[config.mk]
export PLATFORM = sky130hd
export DESIGN_NAME = issue_scoreboard_flat
export DESIGN_NICKNAME = d
export VERILOG_FILES = /design/src/rtl/issue_scoreboard_pkg.sv /design/src/rtl/issue_scoreboard_if.sv /design/src/rtl/issue_scoreboard_busy_table.sv /design/src/rtl/issue_scoreboard.sv /design/src/flat_wrapper.sv
export SDC_FILE = /design/constraint.sdc
export NUM_CORES = 1
export LEC_CHECK = 0
export ABC_AREA = 1
export CAP_MARGIN = 20
export CORE_MARGIN = 2
export CORE_UTILIZATION = 50
export CTS_BUF_LIST = sky130_fd_sc_hd__clkbuf_4
export CTS_CLUSTER_DIAMETER = 120
export DETAILED_ROUTE_END_ITERATION = 8
export GPL_ROUTABILITY_DRIVEN = 0
export PLACE_DENSITY_LB_ADDON = 0.05
export SETUP_SLACK_MARGIN = 0.1
export SYNTH_ARGS = -nofsm -noshare
export SYNTH_HDL_FRONTEND = slang
export SYNTH_HIERARCHICAL = 1
export SYNTH_SLANG_ARGS = --single-unit
[constraint.sdc]
create_clock -name clk -period 18.7 [get_ports clk]
set_input_delay 4.675 -clock clk [delete_from_list [all_inputs] [get_ports clk]]
set_output_delay 4.675 -clock clk [all_outputs]
set_load 0.01 [all_outputs]
[src/rtl/issue_scoreboard_pkg.sv]
// Shared types and constants for the issue-stage scoreboard and the register manager.
package issue_scoreboard_pkg;

    localparam int unsigned UNIT_MISC  = 0;
    localparam int unsigned UNIT_ALU   = 1;
    localparam int unsigned UNIT_MEM   = 2;
    localparam int unsigned UNIT_FPU   = 3;
    localparam int unsigned UNIT_COUNT = 4;

    localparam int unsigned REG_ADDR_W = 5;
    localparam int unsigned REG_COUNT  = 32;
    localparam int unsigned DATA_W     = 32;
    localparam int unsigned VEC_CNT_W  = 6;   // 0..32 for one file
    localparam int unsigned BUSY_CNT_W = 7;   // 0..63 across both files

    typedef logic [REG_ADDR_W-1:0] reg_addr_t;
    typedef logic [REG_COUNT-1:0]  busy_vec_t;

    // Write-back port bundle, identical to the register manager's write inputs
    typedef struct packed {
        logic              enable;
        reg_addr_t         addr;
        logic [DATA_W-1:0] data;
        logic              is_float;
    } wb_port_t;

    // Number of set bits in one busy vector
    function automatic logic [VEC_CNT_W-1:0] popcount_vec(input busy_vec_t v);
        logic [VEC_CNT_W-1:0] cnt;
        cnt = '0;
        for (int i = 0; i < int'(REG_COUNT); i++) begin
            cnt = cnt + VEC_CNT_W'(v[i]);
        end
        return cnt;
    endfunction

endpackage

[src/rtl/issue_scoreboard_if.sv]
// Decoder / write-back bundle seen by the scoreboard.
interface issue_scoreboard_if #(
    parameter int unsigned STALL_CNT_W = 32
);
    import issue_scoreboard_pkg::*;

    logic             issue_valid;
    reg_addr_t        rs_addr;
    reg_addr_t        rt_addr;
    logic             rs_float;
    logic             rt_float;
    logic             rs_used;
    logic             rt_used;
    logic             dest_valid;
    reg_addr_t        dest_addr;
    logic             dest_float;

    logic             write_enable_misc;
    logic             write_enable_alu;
    logic             write_enable_mem;
    logic             write_enable_fpu;
    reg_addr_t        write_addr_misc;
    reg_addr_t        write_addr_alu;
    reg_addr_t        write_addr_mem;
    reg_addr_t        write_addr_fpu;
    logic             write_float_misc;
    logic             write_float_alu;
    logic             write_float_mem;
    logic             write_float_fpu;

    logic                     stall;
    logic                     issue_fire;
    logic [BUSY_CNT_W-1:0]    busy_count;
    logic                     idle;
    logic [STALL_CNT_W-1:0]   stall_cycles;

    modport master (
        output issue_valid, rs_addr, rt_addr, rs_float, rt_float, rs_used, rt_used,
               dest_valid, dest_addr, dest_float,
               write_enable_misc, write_enable_alu, write_enable_mem, write_enable_fpu,
               write_addr_misc, write_addr_alu, write_addr_mem, write_addr_fpu,
               write_float_misc, write_float_alu, write_float_mem, write_float_fpu,
        input  stall, issue_fire, busy_count, idle, stall_cycles
    );

    modport slave (
        input  issue_valid, rs_addr, rt_addr, rs_float, rt_float, rs_used, rt_used,
               dest_valid, dest_addr, dest_float,
               write_enable_misc, write_enable_alu, write_enable_mem, write_enable_fpu,
               write_addr_misc, write_addr_alu, write_addr_mem, write_addr_fpu,
               write_float_misc, write_float_alu, write_float_mem, write_float_fpu,
        output stall, issue_fire, busy_count, idle, stall_cycles
    );

endinterface

[src/rtl/issue_scoreboard_busy_table.sv]
// One register file's busy vector: one set port, four clear ports, two read ports.
// Optional macro SCOREBOARD_BYPASS_EN: same-cycle clears mask the hazard view.
module issue_scoreboard_busy_table
    import issue_scoreboard_pkg::*;
#(
    parameter bit ZERO_R0 = 1'b0
) (
    input  logic                        clk,
    input  logic                        reset,
    input  logic                        set_en_i,
    input  reg_addr_t                   set_addr_i,
    input  logic [UNIT_COUNT-1:0]       clr_en_i,
    input  reg_addr_t [UNIT_COUNT-1:0]  clr_addr_i,
    input  reg_addr_t                   rd_addr_a_i,
    input  reg_addr_t                   rd_addr_b_i,
    output logic                        rd_busy_a_o,
    output logic                        rd_busy_b_o,
    output busy_vec_t                   view_o,
    output busy_vec_t                   busy_d_o
);

    busy_vec_t busy_q;
    busy_vec_t busy_d;
    busy_vec_t clr_mask;
    busy_vec_t set_mask;
    busy_vec_t view;

    // Next state: clears first, then the set so a same-cycle set wins
    always_comb begin
        clr_mask = '0;
        set_mask = '0;
        for (int p = 0; p < int'(UNIT_COUNT); p++) begin
            if (clr_en_i[p]) begin
                clr_mask[clr_addr_i[p]] = 1'b1;
            end
        end
        if (set_en_i && !(ZERO_R0 && (set_addr_i == '0))) begin
            set_mask[set_addr_i] = 1'b1;
        end
        busy_d = (busy_q & ~clr_mask) | set_mask;
    end

`ifdef SCOREBOARD_BYPASS_EN
    // Write-backs in flight this cycle are already servable from the write queue
    assign view = busy_q & ~clr_mask;
`else
    assign view = busy_q;
`endif

    assign rd_busy_a_o = view[rd_addr_a_i];
    assign rd_busy_b_o = view[rd_addr_b_i];
    assign view_o      = view;
    assign busy_d_o    = busy_d;

    // Busy vector register; reset drops pending entries and same-cycle write-backs
    always_ff @(posedge clk) begin
        if (reset) begin
            busy_q <= '0;
        end else begin
            busy_q <= busy_d;
        end
    end

endmodule

[src/rtl/issue_scoreboard.sv]
// Issue-stage hazard tracker: stalls the decoder on RAW/WAW against pending destinations.
// Optional macro SCOREBOARD_BYPASS_EN: same-cycle write-backs resolve hazards immediately.
module issue_scoreboard
    import issue_scoreboard_pkg::*;
#(
    parameter int unsigned STALL_CNT_W = 32
) (
    input  logic               clk,
    input  logic               reset,
    issue_scoreboard_if.slave  sb
);

    logic [UNIT_COUNT-1:0]      wb_en;
    logic [UNIT_COUNT-1:0]      wb_flt;
    reg_addr_t [UNIT_COUNT-1:0] wb_addr;
    logic [UNIT_COUNT-1:0]      int_clr_en;
    logic [UNIT_COUNT-1:0]      flt_clr_en;

    logic      int_rd_rs, int_rd_rt, flt_rd_rs, flt_rd_rt;
    busy_vec_t int_view, flt_view;
    busy_vec_t int_busy_d, flt_busy_d;

    logic rs_hazard, rt_hazard, dest_hazard;
    logic stall_c, fire_c;
    logic int_set_en, flt_set_en;

    logic [BUSY_CNT_W-1:0]  busy_count_d, busy_count_q;
    logic                   idle_d, idle_q;
    logic [STALL_CNT_W-1:0] stall_cnt_d, stall_cnt_q;

    // Gather the four write-back ports into indexed vectors
    always_comb begin
        wb_en              = '0;
        wb_flt             = '0;
        wb_addr            = '0;
        wb_en[UNIT_MISC]   = sb.write_enable_misc;
        wb_en[UNIT_ALU]    = sb.write_enable_alu;
        wb_en[UNIT_MEM]    = sb.write_enable_mem;
        wb_en[UNIT_FPU]    = sb.write_enable_fpu;
        wb_flt[UNIT_MISC]  = sb.write_float_misc;
        wb_flt[UNIT_ALU]   = sb.write_float_alu;
        wb_flt[UNIT_MEM]   = sb.write_float_mem;
        wb_flt[UNIT_FPU]   = sb.write_float_fpu;
        wb_addr[UNIT_MISC] = sb.write_addr_misc;
        wb_addr[UNIT_ALU]  = sb.write_addr_alu;
        wb_addr[UNIT_MEM]  = sb.write_addr_mem;
        wb_addr[UNIT_FPU]  = sb.write_addr_fpu;
    end

    assign int_clr_en = wb_en & ~wb_flt;
    assign flt_clr_en = wb_en &  wb_flt;
    assign int_set_en = fire_c & sb.dest_valid & ~sb.dest_float;
    assign flt_set_en = fire_c & sb.dest_valid &  sb.dest_float;

    issue_scoreboard_busy_table #(.ZERO_R0(1'b1)) u_int_table (
        .clk         (clk),
        .reset       (reset),
        .set_en_i    (int_set_en),
        .set_addr_i  (sb.dest_addr),
        .clr_en_i    (int_clr_en),
        .clr_addr_i  (wb_addr),
        .rd_addr_a_i (sb.rs_addr),
        .rd_addr_b_i (sb.rt_addr),
        .rd_busy_a_o (int_rd_rs),
        .rd_busy_b_o (int_rd_rt),
        .view_o      (int_view),
        .busy_d_o    (int_busy_d)
    );

    issue_scoreboard_busy_table #(.ZERO_R0(1'b0)) u_flt_table (
        .clk         (clk),
        .reset       (reset),
        .set_en_i    (flt_set_en),
        .set_addr_i  (sb.dest_addr),
        .clr_en_i    (flt_clr_en),
        .clr_addr_i  (wb_addr),
        .rd_addr_a_i (sb.rs_addr),
        .rd_addr_b_i (sb.rt_addr),
        .rd_busy_a_o (flt_rd_rs),
        .rd_busy_b_o (flt_rd_rt),
        .view_o      (flt_view),
        .busy_d_o    (flt_busy_d)
    );

    // Hazard detection against the selected register file
    always_comb begin
        rs_hazard   = sb.rs_used & (sb.rs_float ? flt_rd_rs : int_rd_rs);
        rt_hazard   = sb.rt_used & (sb.rt_float ? flt_rd_rt : int_rd_rt);
        dest_hazard = sb.dest_valid &
                      (sb.dest_float ? flt_view[sb.dest_addr] : int_view[sb.dest_addr]);
        stall_c     = sb.issue_valid & (rs_hazard | rt_hazard | dest_hazard);
        fire_c      = sb.issue_valid & ~stall_c;
    end

    // Occupancy from next-state vectors and saturating stall counter
    always_comb begin
        busy_count_d = BUSY_CNT_W'(popcount_vec(int_busy_d)) +
                       BUSY_CNT_W'(popcount_vec(flt_busy_d));
        idle_d       = (busy_count_d == '0);
        stall_cnt_d  = stall_cnt_q;
        if (stall_c && !(&stall_cnt_q)) begin
            stall_cnt_d = stall_cnt_q + STALL_CNT_W'(1);
        end
    end

    // Registered status outputs
    always_ff @(posedge clk) begin
        if (reset) begin
            busy_count_q <= '0;
            idle_q       <= 1'b1;
            stall_cnt_q  <= '0;
        end else begin
            busy_count_q <= busy_count_d;
            idle_q       <= idle_d;
            stall_cnt_q  <= stall_cnt_d;
        end
    end

    assign sb.stall        = stall_c;
    assign sb.issue_fire   = fire_c;
    assign sb.busy_count   = busy_count_q;
    assign sb.idle         = idle_q;
    assign sb.stall_cycles = stall_cnt_q;

endmodule
[src/flat_wrapper.sv]
// flat-port wrapper written by rule: the top's interface ports become plain ports
module issue_scoreboard_flat import issue_scoreboard_pkg::*;
#(
    parameter int unsigned STALL_CNT_W = 32
)
  (clk, reset, sb_issue_valid, sb_rs_addr, sb_rt_addr, sb_rs_float, sb_rt_float, sb_rs_used, sb_rt_used, sb_dest_valid, sb_dest_addr, sb_dest_float, sb_write_enable_misc, sb_write_enable_alu, sb_write_enable_mem, sb_write_enable_fpu, sb_write_addr_misc, sb_write_addr_alu, sb_write_addr_mem, sb_write_addr_fpu, sb_write_float_misc, sb_write_float_alu, sb_write_float_mem, sb_write_float_fpu, sb_stall, sb_issue_fire, sb_busy_count, sb_idle, sb_stall_cycles);
  issue_scoreboard_if #(.STALL_CNT_W(STALL_CNT_W)) sb_i ();
  input  logic clk;
  input  logic reset;
  input wire logic [$bits(sb_i.issue_valid)-1:0] sb_issue_valid;
  input wire logic [$bits(sb_i.rs_addr)-1:0] sb_rs_addr;
  input wire logic [$bits(sb_i.rt_addr)-1:0] sb_rt_addr;
  input wire logic [$bits(sb_i.rs_float)-1:0] sb_rs_float;
  input wire logic [$bits(sb_i.rt_float)-1:0] sb_rt_float;
  input wire logic [$bits(sb_i.rs_used)-1:0] sb_rs_used;
  input wire logic [$bits(sb_i.rt_used)-1:0] sb_rt_used;
  input wire logic [$bits(sb_i.dest_valid)-1:0] sb_dest_valid;
  input wire logic [$bits(sb_i.dest_addr)-1:0] sb_dest_addr;
  input wire logic [$bits(sb_i.dest_float)-1:0] sb_dest_float;
  input wire logic [$bits(sb_i.write_enable_misc)-1:0] sb_write_enable_misc;
  input wire logic [$bits(sb_i.write_enable_alu)-1:0] sb_write_enable_alu;
  input wire logic [$bits(sb_i.write_enable_mem)-1:0] sb_write_enable_mem;
  input wire logic [$bits(sb_i.write_enable_fpu)-1:0] sb_write_enable_fpu;
  input wire logic [$bits(sb_i.write_addr_misc)-1:0] sb_write_addr_misc;
  input wire logic [$bits(sb_i.write_addr_alu)-1:0] sb_write_addr_alu;
  input wire logic [$bits(sb_i.write_addr_mem)-1:0] sb_write_addr_mem;
  input wire logic [$bits(sb_i.write_addr_fpu)-1:0] sb_write_addr_fpu;
  input wire logic [$bits(sb_i.write_float_misc)-1:0] sb_write_float_misc;
  input wire logic [$bits(sb_i.write_float_alu)-1:0] sb_write_float_alu;
  input wire logic [$bits(sb_i.write_float_mem)-1:0] sb_write_float_mem;
  input wire logic [$bits(sb_i.write_float_fpu)-1:0] sb_write_float_fpu;
  output wire logic [$bits(sb_i.stall)-1:0] sb_stall;
  output wire logic [$bits(sb_i.issue_fire)-1:0] sb_issue_fire;
  output wire logic [$bits(sb_i.busy_count)-1:0] sb_busy_count;
  output wire logic [$bits(sb_i.idle)-1:0] sb_idle;
  output wire logic [$bits(sb_i.stall_cycles)-1:0] sb_stall_cycles;
  assign sb_i.issue_valid = sb_issue_valid;
  assign sb_i.rs_addr = sb_rs_addr;
  assign sb_i.rt_addr = sb_rt_addr;
  assign sb_i.rs_float = sb_rs_float;
  assign sb_i.rt_float = sb_rt_float;
  assign sb_i.rs_used = sb_rs_used;
  assign sb_i.rt_used = sb_rt_used;
  assign sb_i.dest_valid = sb_dest_valid;
  assign sb_i.dest_addr = sb_dest_addr;
  assign sb_i.dest_float = sb_dest_float;
  assign sb_i.write_enable_misc = sb_write_enable_misc;
  assign sb_i.write_enable_alu = sb_write_enable_alu;
  assign sb_i.write_enable_mem = sb_write_enable_mem;
  assign sb_i.write_enable_fpu = sb_write_enable_fpu;
  assign sb_i.write_addr_misc = sb_write_addr_misc;
  assign sb_i.write_addr_alu = sb_write_addr_alu;
  assign sb_i.write_addr_mem = sb_write_addr_mem;
  assign sb_i.write_addr_fpu = sb_write_addr_fpu;
  assign sb_i.write_float_misc = sb_write_float_misc;
  assign sb_i.write_float_alu = sb_write_float_alu;
  assign sb_i.write_float_mem = sb_write_float_mem;
  assign sb_i.write_float_fpu = sb_write_float_fpu;
  assign sb_stall = sb_i.stall;
  assign sb_issue_fire = sb_i.issue_fire;
  assign sb_busy_count = sb_i.busy_count;
  assign sb_idle = sb_i.idle;
  assign sb_stall_cycles = sb_i.stall_cycles;
  issue_scoreboard #(.STALL_CNT_W(STALL_CNT_W)) u_core (.clk(clk), .reset(reset), .sb(sb_i));
endmodule
==> flow_summary.yaml <==
outcome:
  status: "complete, but fails checks"
  violations: "design-rule violations"
route:
  ant_nets: 0
  drt_first_pass_iters: 9
  drt-total-wl_um: 42740
  viasPerCell: 5.771
  route.detailed.drc: 1
  vias: 13078
  drtIter0Drc: 1631
  wire_per_inst_um: 18.86
sta:
  min_period_over_period_pct: 72.46
  period_minus_slack_ns: 13.55
  max_freq_mhz: 73.80
  worst-slew-pin-transition_ns: 1.045
  setup_viol_count_final: 0
  slew_headroom_pct: 30.11
  skew_ns: 0.04133
  hold_viol_final: 0
  fin_tns_setup_ns: 0
  final_max_slew_viol_count: 0
  whs_ns: 0.5713
  rsz0062_at_grt: "no"
critical_path:
  r2r_cells: 40
  endpoint: "u_core/sb.idle"
  cpMaxStageDelayCell: "clkdlybuf4s50_1"
  crit_fanout: 59
  worstPathRequired_ns: 19.06
  max_stage_delay_ns: 0.81
  r2r_start: "u_core/u_flt_table/view_o[14]"
  worstPathArrival_ns: 13.91
  rrSetupSlack_ns: 10.02
  startpoint_type: "input port"
  r2r-end: "u_core/sb.idle"
  path_class: "in -> reg"
  worst_setup_path_end_kind: "flip-flop"
  startpoint: "sb_rt_addr[1]"
layout:
  final_common_cell: "nand2_1"
  regArea_um2: 2082
  most-common-layout-cells: "nand2_1 (603), inv_1 (303), nand3_1 (273)"
  nFillCells: 2308
  nets: 2102
  area_growth_pct: 10.62
  multi_input_area_um2: 7452
  drive_gt1_share_pct: 4.181
run:
  drv_cap: 0
cts:
  clock_latency_ns: 0.52
  path_clk_slew_ns: 0.19
  htree_levels: 3
  cts_tree: "yes"
  ctsResizeCount: 0
  postCtsSetupBuffers: 0
  cts_max_path_buffers: 2
  cts_hold_buf: 0
  cts-buffers-inserted: 9
  cts_sinks: 104
  cts-root-buf: "clkbuf_4"
global_route:
  grt_usage_pct: 35.84
  grt_first_pass_wirelength_um: 65320
  grt_start_max_net_pins: 63
  grt_overflow_total: 0
  grt_pass1_vias: 11719
  antenna_found_initial: 1
floorplan:
  row_count: 54
  die_area_um2: 23360
  io_pins: 94
  die_w_um: 152.8
  core-area_um2: 21760
  start_util_pct: 50.91
  fp.dieH_um: 152.8
place:
  numPortBuffers: 93
  dp_hpwl_um: 32920
synth:
  synth_seq_cells: 104
  ys_types: 37
  netlist_area_um2: 11080
  syn_avg_cell_area_um2: 5.769
  ys.warnings.count: 6
  yosysTopAreaCell: "nand2_1"
  synth.top_cell.area_share_pct: 20.44
  synth_fp_nets: 2042
  netlist_instances: 1920
  ys_seq_area_share_pct: 18.80
  synthTopCellsByArea: "nand2_1 (20%), dfxtp_1 (19%), nand3_1 (12%)"
pwr:
  ir_drop_uv: 40.99
  power.density_nw_per_um2: 37.35
  p_leak_nw: 5.592
worst_hold_path:
  holdCritPathClass: "reg -> reg"
==> state kept, by name, summed over array words and instances, names as in the netlist <==
signal                     count
u_core/u_int_table/view_o     32
u_core/sb.idle                 1
u_core/sb.busy_count           7
u_core/sb.stall_cycles        32
u_core/u_flt_table/view_o     32
==> synthesized netlist by cell type (all sizes together) <==
library cell,instances
or2,11
nor2,168
xnor2,4
o22ai,2
a21oi,114
o21a,24
dfxtp,104
clkbuf,13
a22oi,5
nand3,275
o21ai,24
buf,37
nand2,604
o2111ai,1
nor3,55
nor4,5
a21boi,2
nand4,66
o211ai,1
xor2,1
ha,16
inv,334
fa,54
==> per-stage QoR <==
stage                     cells  instance area, um2  total power [W]  utilization, %  setup slack, ns
after floorplan            1920               11080        0.0002977               -            6.338
after global placement     2248               12100        0.0003372           55.61            4.221
after detailed placement   2248               12100        0.0003374           55.61            4.167
after CTS                  2264               12230        0.0004545           56.21            4.669
after global routing       2266               12250        0.0004780           56.31            4.516
final                      2266               12250        0.0004576           56.31            5.149
==> report_power, final <==
part | total [W] | internal [W] | switching, W
Combinational | 0.000112 | 0.0000345 | 0.0000778
Clock | 0.000119 | 0.0000305 | 0.0000889
Sequential | 0.000226 | 0.000224 | 0.00000207
==> worst min-delay path by stage <==
stage | start | end | depth (start not counted)
finish | u_core/sb.stall_cycles[31] | u_core/sb.stall_cycles[31] | 4
global route | u_core/sb.stall_cycles[30] | u_core/sb.stall_cycles[30] | 4
CTS | u_core/sb.stall_cycles[31] | u_core/sb.stall_cycles[31] | 4
detailed placement | u_core/sb.stall_cycles[31] | u_core/sb.stall_cycles[31] | 4
global placement | u_core/sb.stall_cycles[30] | u_core/sb.stall_cycles[30] | 4
floorplan | u_core/u_int_table/view_o[0] | u_core/u_int_table/view_o[0] | 2
==> area by class of cell <==
type | instances | share of cell area [%]
multi-input combinational | 1432 | 60.82
sequential | 104 | 16.99
inverter | 334 | 10.25
timing repair buffer | 99 | 7.986
tap | 280 | 2.859
clock buffer | 9 | 0.5515
clock inverter | 7 | 0.5106
antenna | 1 | 0.02042
==> per-layer routing <==
layer  part of all wire (%)  GRT usage, %
met5                      0             0
met4                    4.9         15.21
met3                     14         9.130
met2                     42         53.62
met1                     40         49.19
==> cell families (layout without fill, tap and decap cells) <==
kind of cell,after synthesis,in the layout,synth area share [%]
compound gates,173,173,8.597
xor+xnor,5,5,0.3954
simple gates,1184,1184,46.72
buf+inv,384,449,13.92
other cells,0,1,0
flops,104,104,18.80
fa+ha+maj,70,70,11.57
==> critical path: cells and delay by family <==
kind / cells / cell delay [ns]
fa+ha+maj: 9 / 4.56
buf+inv: 10 / 1.95
simple gates: 17 / 1.96
compound gates: 5 / 0.78
No activity file was read; power rests on OpenSTA's default activity.
